==> src/rtl/alu_pkg.sv <==
// Shared encoding for the ALU control stage and the execution unit:
// function codes and the execution-unit state enum.
package alu_pkg;

  localparam logic [5:0] FUNCT_ADD = 6'b001001;
  localparam logic [5:0] FUNCT_SUB = 6'b001010;
  localparam logic [5:0] FUNCT_SLL = 6'b100001;
  localparam logic [5:0] FUNCT_OR  = 6'b100101;

  typedef enum logic [1:0] {
    ST_IDLE  = 2'd0,
    ST_SHIFT = 2'd1,
    ST_DONE  = 2'd2
  } state_t;

endpackage

==> src/rtl/alu_seq_shifter.sv <==
// Iterative left shifter: shifts one bit per cycle while its down-counter
// is nonzero. busy means shifts remain; last marks the final shift cycle.
module alu_seq_shifter #(
  parameter int WIDTH = 32,
  parameter int SHW   = 5
) (
  input  logic             clk,
  input  logic             rst,
  input  logic             load,
  input  logic [WIDTH-1:0] load_value,
  input  logic [SHW-1:0]   load_count,
  output logic [WIDTH-1:0] value,
  output logic             busy,
  output logic             last
);

  logic [SHW-1:0] count;

  always_ff @(posedge clk or posedge rst) begin
    if (rst) begin
      value <= '0;
      count <= '0;
    end else if (load) begin
      value <= load_value;
      count <= load_count;
    end else if (count != '0) begin
      value <= value << 1;
      count <= count - 1'b1;
    end
  end

  assign busy = (count != '0);
  assign last = (count == SHW'(1));

endmodule

==> src/rtl/alu_exec_unit.sv <==
// Multi-cycle execution unit: single-cycle add/sub/or, iterative sll,
// valid/ready handshakes on issue and writeback sides, registered outputs.
module alu_exec_unit #(
  parameter int WIDTH = 32,
  parameter int SHW   = 5
) (
  input  logic             clk,
  input  logic             rst,
  input  logic             in_valid,
  output logic             in_ready,
  input  logic [5:0]       funct,
  input  logic [WIDTH-1:0] src1,
  input  logic [WIDTH-1:0] src2,
  input  logic [SHW-1:0]   shamt,
  output logic             out_valid,
  input  logic             out_ready,
  output logic [WIDTH-1:0] result,
  output logic             zero,
  output logic             ovf,
  output logic             illegal,
  output logic [1:0]       dbg_state
);

  import alu_pkg::*;

  // Handshake: a transfer happens on a rising edge where valid && ready are
  // both high; valid holds with stable data until that edge, ready never
  // depends combinationally on valid.

  state_t state, next_state;

  logic             sh_load, sh_busy, sh_last;
  logic [WIDTH-1:0] sh_value, sh_next;
  logic             cap_alu, cap_shift;

  logic [WIDTH-1:0] sum, diff, alu_res;
  logic             alu_ovf, alu_illegal;

  alu_seq_shifter #(.WIDTH(WIDTH), .SHW(SHW)) u_shifter (
    .clk        (clk),
    .rst        (rst),
    .load       (sh_load),
    .load_value (src1),
    .load_count (shamt),
    .value      (sh_value),
    .busy       (sh_busy),
    .last       (sh_last)
  );

  assign sum     = src1 + src2;
  assign diff    = src1 - src2;
  // Value the shifter holds after its final shift, captured on that edge.
  assign sh_next = sh_value << 1;

  always_comb begin
    alu_res     = src1 | src2;
    alu_ovf     = 1'b0;
    alu_illegal = 1'b0;
    case (funct)
      FUNCT_ADD: begin
        alu_res = sum;
        alu_ovf = (src1[WIDTH-1] == src2[WIDTH-1]) && (sum[WIDTH-1] != src1[WIDTH-1]);
      end
      FUNCT_SUB: begin
        alu_res = diff;
        alu_ovf = (src1[WIDTH-1] != src2[WIDTH-1]) && (diff[WIDTH-1] != src1[WIDTH-1]);
      end
      FUNCT_SLL: alu_res = src1;  // only reached here with shamt == 0
      FUNCT_OR:  alu_res = src1 | src2;
      default:   alu_illegal = 1'b1;
    endcase
  end

  always_ff @(posedge clk or posedge rst) begin
    if (rst) state <= ST_IDLE;
    else     state <= next_state;
  end

  always_comb begin
    next_state = state;
    sh_load    = 1'b0;
    cap_alu    = 1'b0;
    cap_shift  = 1'b0;
    case (state)
      ST_IDLE: begin
        if (in_valid) begin
          if (funct == FUNCT_SLL && shamt != '0) begin
            sh_load    = 1'b1;
            next_state = ST_SHIFT;
          end else begin
            cap_alu    = 1'b1;
            next_state = ST_DONE;
          end
        end
      end
      ST_SHIFT: begin
        if (sh_last || !sh_busy) begin
          cap_shift  = 1'b1;
          next_state = ST_DONE;
        end
      end
      ST_DONE: begin
        if (out_ready) next_state = ST_IDLE;
      end
      default: next_state = ST_IDLE;
    endcase
  end

  always_ff @(posedge clk or posedge rst) begin
    if (rst) begin
      result  <= '0;
      zero    <= 1'b0;
      ovf     <= 1'b0;
      illegal <= 1'b0;
    end else if (cap_alu) begin
      result  <= alu_res;
      zero    <= (alu_res == '0);
      ovf     <= alu_ovf;
      illegal <= alu_illegal;
    end else if (cap_shift) begin
      result  <= sh_next;
      zero    <= (sh_next == '0);
      ovf     <= 1'b0;
      illegal <= 1'b0;
    end
  end

  assign in_ready  = (state == ST_IDLE);
  assign out_valid = (state == ST_DONE);
  assign dbg_state = state;

endmodule

==> config.mk <==
export PLATFORM = sky130hd
export DESIGN_NAME = alu_exec_unit
export DESIGN_NICKNAME = d
export VERILOG_FILES = /design/src/rtl/alu_pkg.sv /design/src/rtl/alu_seq_shifter.sv /design/src/rtl/alu_exec_unit.sv
export SDC_FILE = /design/constraint.sdc
export NUM_CORES = 1
export LEC_CHECK = 0
export ABC_AREA = 1
export CAP_MARGIN = 20
export CORE_UTILIZATION = 45
export CTS_CLUSTER_DIAMETER = 80
export DETAILED_ROUTE_END_ITERATION = 10
export PLACE_DENSITY = 0.67
export SYNTH_ARGS = -nofsm -noshare
export SYNTH_HDL_FRONTEND = slang
export SYNTH_SLANG_ARGS = --single-unit
==> constraint.sdc <==
create_clock -name clk -period 3.2 [get_ports clk]
set_clock_uncertainty 0.15 [all_clocks]
set_input_delay 0.64 -clock clk [delete_from_list [all_inputs] [get_ports clk]]
set_output_delay 0.64 -clock clk [all_outputs]
set_load 0.02 [all_outputs]
; Yosys cells after proc, flatten, opt, wreduce, memory -nomap -nowiden
; Index checks and enable logic that the tools add are counted.
[word_totals]
in_bits = 79
word_cells = 66
reg_bits = 73
out_inout_bits = 39
[classes]
n_reduce_logical = 14
n_eq_ne = 14
bitwise = 1
mux = 27
add_sub_neg = 3
[op_table]
columns = cell, n
row1 = $pmux 32 s3, 1
row2 = $logic_not 32->1, 2
row3 = $mux 32, 2
row4 = $mux 31, 2
row5 = $add 32x32->32, 1
row6 = $or 32x32->32, 1
row7 = $sub 32x32->32, 1
row8 = $mux 1, 14
row9 = $eq 6x4->1 const B, 2
row10 = $eq 6x6->1 const B, 2
row11 = $mux 5, 2
row12 = $reduce_bool 5->1, 2
row13 = $mux 2, 4
row14 = $pmux 2 s3, 1
row15 = $eq 5x1->1 const B, 1
row16 = $sub 5x1->5 const B, 1
row17 = $ne 2x2->1 const B, 2
row18 = $reduce_bool 2->1, 2
row19 = $reduce_or 4->1, 1
row20 = $logic_and 1x1->1, 3
row21 = $ne 1x1->1, 3
row22 = $reduce_and 3->1, 1
row23 = $eq 2x1->1 const B, 1
row24 = $eq 2x2->1 const B, 1
row25 = other kinds (6), 6

; Depth between registers and ports, before layout
; Gate-level depths: netlist of the first run.
[logic_depth]
word_depth = 7
mapped_depth = 23
mapped_depth_nobuf = 22

; Hierarchy
; Synthesis of the first run repeated with hierarchy kept, for this count alone.
[unflattened]
cells_unflattened = 1795
hier_area_um2 = 10289.9
[by_module_without_submodules]
columns = module, n_inst, area_per_inst_um2, cells_per_inst, seq_area_each_um2
row1 = alu_exec_unit, 1, 8363.0, 1545, 925.9
row2 = alu_seq_shifter, 1, 1926.8, 250, 925.9

; Least setup slack after synthesis of the first run
; OpenSTA, ideal clock, no wires.
[synth_timing]
path_type = input port to flip-flop
startpoint = input port src1[0]
endpoint = register zero
path_stages = 21
setup_slack_ns = 0.488
setup_time_ns = 0.073
required_time_ns = 2.977
arrival_ns = 2.489
cell_sequence = inv_1 ha_1 inv_1 fa_1 nand2_1 nand2_1 nand3_1 nand2_1 nand2_1 nand2_1 nand2_1 nand3_1 nand3_1 nand3b_1 nand2_1 nand2_1 nor2_1 nand2_1 nor2_1 nand2_1 a21oi_2
[synth_via]
elab_chain_cells = 4
[synth_lines]
columns = item, line_no
row1 = "start, declared", alu_exec_unit.sv:12  ; input logic [WIDTH-1:0] src1,
row2 = "$sub 32x32->32, or another cell as far along", alu_exec_unit.sv:51  ; assign diff = src1 - src2;
row3 = $pmux 32 s3 *, alu_exec_unit.sv:59  ; case (funct)
row4 = $logic_not 32->1 *, alu_exec_unit.sv:117  ; zero <= (alu_res == '0);
row5 = $mux 1 *, alu_exec_unit.sv:115  ; end else if (cap_alu) begin
row6 = "end signal, assigned", alu_exec_unit.sv:117
row7 = "end signal, assigned", alu_exec_unit.sv:122  ; zero <= (sh_next == '0);
row8 = "end, declared", alu_exec_unit.sv:18  ; output logic zero,
; Every way passes the cells marked *; elsewhere a longest branch is shown, timed or not.
; A chain may end at the register's enable or synchronous reset.

; Final worst setup path of the first run
[layout_timing]
startpoint = input port src2[29]
endpoint = register zero
[layout_via]
elab_chain_cells = 4
[layout_lines]
columns = item, line_no
row1 = "start, declared", alu_exec_unit.sv:13  ; input logic [WIDTH-1:0] src2,
row2 = "$sub 32x32->32, or another cell as far along", alu_exec_unit.sv:51
row3 = $pmux 32 s3 *, alu_exec_unit.sv:59
row4 = $logic_not 32->1 *, alu_exec_unit.sv:117
row5 = $mux 1 *, alu_exec_unit.sv:115
; Marked as above.

==> flow_summary.json, run 1 <==
{
  "fillers": 1932,
  "antenna_found_initial": 0,
  "synth_cells": 1700,
  "final_common_cell": "nand2_1",
  "root_buffer": "clkbuf_16",
  "cts_hold_buf": 0,
  "port_buffers": 117,
  "routabilityCongestion": 1.03,
  "numCtsBuffers": 9,
  "crit_required_ns": 3.32,
  "cp_common_cell": "nand2_1",
  "grt_max_degree": 48,
  "rows": 54,
  "min_period_ns": 3.14,
  "ys_types": 50,
  "ir_worst_vdd_mv": 0.336,
  "fmax_mhz": 319,
  "synth_edf_count": 0,
  "comb_power_share_pct": 55.1,
  "antennaDiodeCount": 0,
  "post-route-period-util_pct": 98.1,
  "power_density_nw_per_um2": 360,
  "max_slew_margin_pct": 54.8,
  "drc_errors": 0,
  "synthFlopType": "dfrtp_1",
  "yosysWarnings": 0,
  "status": "finished clean",
  "p_leak_uw": 0.00829,
  "vias": 12800,
  "p_int_uw": 3210,
  "worstPathMaxFanout": 3,
  "synth_top_area_share_pct": 18.6,
  "finalWorstSetupSlack_ns": 0.0609,
  "finalHoldViolations": 0,
  "cpPeakStageDelay_ns": 0.52,
  "final_util_pct": 70.2,
  "die_height_um": 151,
  "nets": 2295,
  "hold_class": "flop to flop",
  "clock_power_share_pct": 20.0,
  "setup_viol": 0,
  "grt-ovfl-total": 0,
  "grt_pass1_wl_um": 63100,
  "switching_share_pct": 41.5,
  "timing_worst_slew_pin_value_ns": 0.678,
  "clk_latency_ns": 0.34,
  "layout_common_cells": "nand2_1 (447), buf_4 (325), inv_1 (238)",
  "avgSynthCellArea_um2": 5.85,
  "totalWireLength_um": 41900,
  "ant_nets": 0,
  "cts_tree": "built",
  "crit_path_end_kind": "flop",
  "grt_pass1_vias": 12000,
  "via_per_inst": 5.32,
  "htree_levels": 3,
  "synth_area_um2": 9950,
  "wl_per_cell_um": 17.5,
  "crit_slowest_cell": "clkdlybuf4s50_1",
  "cp_cell_sequence": "clkdlybuf4s50_1, inv_1, ha_1, nand2_2, nor4_4, buf_4, a21oi_4, nand2_2, nand2_1, nand3_1, nand4_1, nor2_1, nand2_1, nor2_2, nand2_1, a21oi_2",
  "drt_first_pass_iters": 5,
  "path_class": "input pin to flop",
  "syn-num-nets": 1883,
  "gr-usage-all-layers_pct": 36.7,
  "die-area_um2": 22700,
  "switching_power_uw": 2280,
  "synth_seq_cells": 73,
  "clkSlewWorstSetupHoldPaths_ns": 0.06,
  "drive_gt1_share_pct": 32.1,
  "initial_core_util_pct": 45.7,
  "cts.sinks": 73,
  "post-place-ws_ns": -0.675,
  "drt_iter0_markers": 1064,
  "crit_arrival_ns": 3.26,
  "max-cap-violations": 0,
  "maxSlewViolCount": 0,
  "cts_max_path_buffers": 2,
  "io_pins": 118,
  "ys_seq_area_share_pct": 18.4,
  "synth_area_leaders": "nand2_1 (19%), dfrtp_1 (18%), ha_1 (13%), inv_1 (11%), nand3_1 (7.6%)",
  "worst_setup_path_start_kind": "input pin",
  "die_w_um": 151,
  "hpwl_um": 33500,
  "p_seq_share_pct": 24.9,
  "area_growth_pct": 53.5,
  "core-area_um2": 21800,
  "synth.largest_area_cell": "nand2_1",
  "ys_async_sr_fraction_pct": 100
}
==> path summary, 6_finish.rpt <==
check	startpoint	endpoint	slack, ns	depth (start not counted)
setup / recovery	src2[29]	zero$_DFFE_PP0P_	0.06	16
hold / removal	result[22]$_DFFE_PP0P_	result[22]$_DFFE_PP0P_	0.33	2
setup reg to reg	u_shifter.count[0]$_DFFE_PP0P_	u_shifter.value[16]$_DFFE_PP0P_	0.70	10
hold reg to reg	result[22]$_DFFE_PP0P_	result[22]$_DFFE_PP0P_	0.33	2
max in group asynchronous	rst	result[16]$_DFFE_PP0P_	1.92	3
min in group asynchronous	rst	u_shifter.value[26]$_DFFE_PP0P_	0.42	2
==> power by group through the flow <==
stage / registers, uW / clock network, uW / logic, uW
global placement: 1360 / 0 / 2650
finish: 1370 / 1100 / 3030
floorplan: 1490 / 0 / 1310
global route: 1400 / 1140 / 3280
CTS: 1360 / 1100 / 2820
detailed placement: 1370 / 0 / 2690
==> routing by layer <==
layer	wire length, um	vias up	global-route usage (%)
met3	3770	85	5.45
met1	18100	5940	50.2
li1	-	6158	-
met2	18700	578	59.0
met5	0	-	0
met4	1290	0	12.0
==> area by class of cell <==
type                            instances  area [um2]  share of cell area [%]
Clock buffer                           12         246                    1.61
Clock inverter                          4        76.3                   0.500
Inverter                              325        1230                    8.03
Multi-Input combinational cell       1244        7570                    49.6
Sequential cell                        73        1830                    12.0
Tap cell                              280         350                    2.29
Timing Repair Buffer                  459        3970                    26.0
==> per-stage QoR <==
step	setup TNS, ns	cell area (um2)	cells	hold slack (ns)	power (uW)
floorplan	0	9950	1700	0.358	2800
global placement	-5.91	13600	2350	0.312	4010
global route	-0.0255	15300	2397	0.350	5820
detailed placement	-6.67	13600	2350	0.315	4070
CTS	-0.00380	14400	2375	0.330	5280
finish	0	15300	2397	0.328	5500
==> synth_stat cells (all sizes together) (13+ instances only) <==
library cell,n
nand2,514
clkbuf,13
nand4,39
buf,45
ha,102
dfrtp,73
inv,323
nor3,13
nand3,160
nor2,163
or2,19
o21ai,102
a21oi,66
==> cells by family (layout without fill, tap and decap cells) <==
group	Yosys count	count (layout)	share of synthesized area, %
buf+inv	383	800	15.4
flops	73	73	18.4
fa+ha+maj	104	104	13.2
simple gates	927	927	41.1
compound gates	209	209	11.5
xor+xnor	4	4	0.352
==> worst max-delay path, delay by kind of cell <==
family                   cells  cell delay, ns
adder cells (fa/ha/maj)      1            0.35
buffers and inverters        3            0.78
AO/OA/AOI/OAI                2            0.17
AND/OR/NAND/NOR             10            1.30
==> registers in the layout, indices dropped and copies added (netlist names) <==
register         flops
u_shifter.value     31
u_shifter.count      5
zero                 1
result              32
illegal              1
ovf                  1
dbg_state            2
==> repair_timing <==
item / 4_1_cts / 5_1_grt
setup endpoints to repair: 9 / 16
gates resized for setup: 101 / 235
setup buffers: 9 / 22
gates cloned: 0 / 0
pin swaps: 17 / 69
(Power assumes the default switching activity.)
==> inputs of run 2 (changes only) <==
--- a/config.mk
+++ b/config.mk
@@ -12,2 +12,3 @@
 export DETAILED_ROUTE_END_ITERATION = 10
+export GPL_ROUTABILITY_DRIVEN = 0
 export PLACE_DENSITY = 0.67
--- a/constraint.sdc
+++ b/constraint.sdc
@@ -4,2 +4,2 @@
 set_output_delay 0.64 -clock clk [all_outputs]
-set_load 0.02 [all_outputs]
+set_load 0.005 [all_outputs]
==> flow_summary.json, run 2 (synthesis results as in run 1) <==
{
  "status": "finished clean",
  "hold_end": "result[30]$_DFFE_PP0P_",
  "grt_pass1_vias": 11900,
  "final_util_pct": 70.1,
  "max-cap-violations": 0,
  "crit_arrival_ns": 3.30,
  "worstPathMaxFanout": 4,
  "clkSlewWorstSetupHoldPaths_ns": 0.06,
  "routed-wl-met3_um": 4360,
  "core-area_um2": 21800,
  "crit_required_ns": 3.32,
  "hpwl_um": 30800,
  "min_delay_path_depth": 2,
  "min_period_ns": 3.18,
  "r2r_setup_slack_ns": 0.78,
  "clk_latency_ns": 0.34,
  "worstHoldStart": "result[30]$_DFFE_PP0P_",
  "maxSlewViolCount": 0,
  "ant_nets": 0,
  "finalHoldViolations": 0,
  "drt_iter0_markers": 1256,
  "wl_met2_um": 17500,
  "cts_tree": "built",
  "area_growth_pct": 53.2,
  "cts.sinks": 73,
  "fmax_mhz": 314,
  "nets": 2278,
  "switching_share_pct": 40.1,
  "clock_power_share_pct": 19.5,
  "grt_max_degree": 52,
  "r2r-end": "result[9]$_DFFE_PP0P_",
  "die_w_um": 151,
  "drc_errors": 0,
  "p_leak_uw": 0.00822,
  "via_per_inst": 5.36,
  "io_pins": 118,
  "worst_setup_path_start_kind": "input pin",
  "power_density_nw_per_um2": 344,
  "numCtsBuffers": 9,
  "gr-usage-all-layers_pct": 33.8,
  "rr_startpoint": "u_shifter.count[2]$_DFFE_PP0P_",
  "grt_pass1_wl_um": 59000,
  "reg.largest.list": "result (32), u_shifter.value (31), u_shifter.count (5)",
  "drt_first_pass_iters": 7,
  "die-area_um2": 22700,
  "final_common_cell": "nand2_1",
  "worstRegToRegCells": 9,
  "crit_path_end_kind": "flop",
  "hold_class": "flop to flop",
  "ir_worst_vdd_mv": 0.330,
  "totalWireLength_um": 39400,
  "path_class": "input pin to flop",
  "p_int_uw": 3140,
  "switching_power_uw": 2100,
  "port_buffers": 117,
  "die_height_um": 151,
  "vias": 12800,
  "antenna_found_initial": 2,
  "rows": 54,
  "layout_common_cells": "nand2_1 (431), buf_4 (305), inv_1 (243)",
  "cts_hold_buf": 0,
  "p_total_uw": 5240,
  "timing_worst_slew_pin_value_ns": 0.623,
  "p_seq_share_pct": 26.2,
  "cts_max_path_buffers": 2,
  "post-route-period-util_pct": 99.5,
  "setup_viol": 0,
  "htree_levels": 3,
  "largest_register_ffs": 32,
  "largest-register": "result",
  "comb_power_share_pct": 54.4,
  "max_slew_margin_pct": 58.4,
  "grt-ovfl-total": 0,
  "root_buffer": "clkbuf_16",
  "drive_gt1_share_pct": 32.4,
  "wl_met1_um": 15800,
  "top_layer_used": "met4",
  "wl_per_cell_um": 16.5,
  "initial_core_util_pct": 45.7
}
-- run 2: stage by stage --
step / setup slack, ns / setup TNS [ns] / hold slack, ns / cells / instance area, um2
floorplan: 0.488 / 0 / 0.323 / 1700 / 9950
detailed placement: -0.687 / -5.88 / 0.317 / 2334 / 13500
global route: -0.0483 / -0.0483 / 0.351 / 2381 / 15200
CTS: -0.00379 / -0.00379 / 0.331 / 2358 / 14300
global placement: -0.622 / -5.03 / 0.313 / 2334 / 13500
finish: 0.0167 / 0 / 0.325 / 2381 / 15200
-- run 2: routing by layer --
metal / GRT usage (%) / up-vias
met5: 0 / -
met4: 13.4 / 0
met3: 7.70 / 152
met2: 54.1 / 688
met1: 43.9 / 5805
li1: - / 6122
-- run 2: power by group through the flow --
stage,Sequential [uW],Combinational [uW],Clock [uW]
after CTS,1370,2590,1030
after global routing,1400,3110,1070
after floorplan,1340,1300,0
final,1370,2850,1020
after global placement,1370,2440,0
after detailed placement,1380,2490,0
-- run 2: cell type report --
type                       count  area [um2]
multi-input combinational   1244        7660
timing repair buffer         442        3880
tap                          280         350
clock inverter                 6        67.6
antenna                        1        2.50
sequential                    73        1830
inverter                     325        1220
fill                        1806        6510
clock buffer                  10         239
-- run 2: critical path, cell delays in order --
cell and delay (ns):
clkdlybuf4s50_1 0.49, inv_2 0.06, ha_4 0.27, buf_4 0.15
nor2_4 0.10, inv_2 0.07, nor2_4 0.09, inv_1 0.06
nor2_2 0.14, nand3_1 0.11, nand2_1 0.09, nand2_1 0.06
nand3_2 0.07, nand4_1 0.17, nor2_2 0.27, nand3_2 0.13
nor2_1 0.12, nand2_1 0.07, a21oi_2 0.13
-- run 2: worst max-delay path by stage --
stage               startpoint               end  cells past startpoint
finish                src2[25]  zero$_DFFE_PP0P_                     19
global route          src2[25]  zero$_DFFE_PP0P_                     18
CTS                   src1[18]  zero$_DFFE_PP0P_                     20
detailed placement    src1[15]  zero$_DFFE_PP0P_                     20
global placement       src1[5]  zero$_DFFE_PP0P_                     19
floorplan              src1[0]  zero$_DFFE_PP0P_                     21
-- run 2: timing repair --
action | in CTS | in global routing
endpoints found under the setup margin | 7 | 15
pin swaps | 16 | 84
setup buffers | 8 | 22
resized for setup | 96 | 267
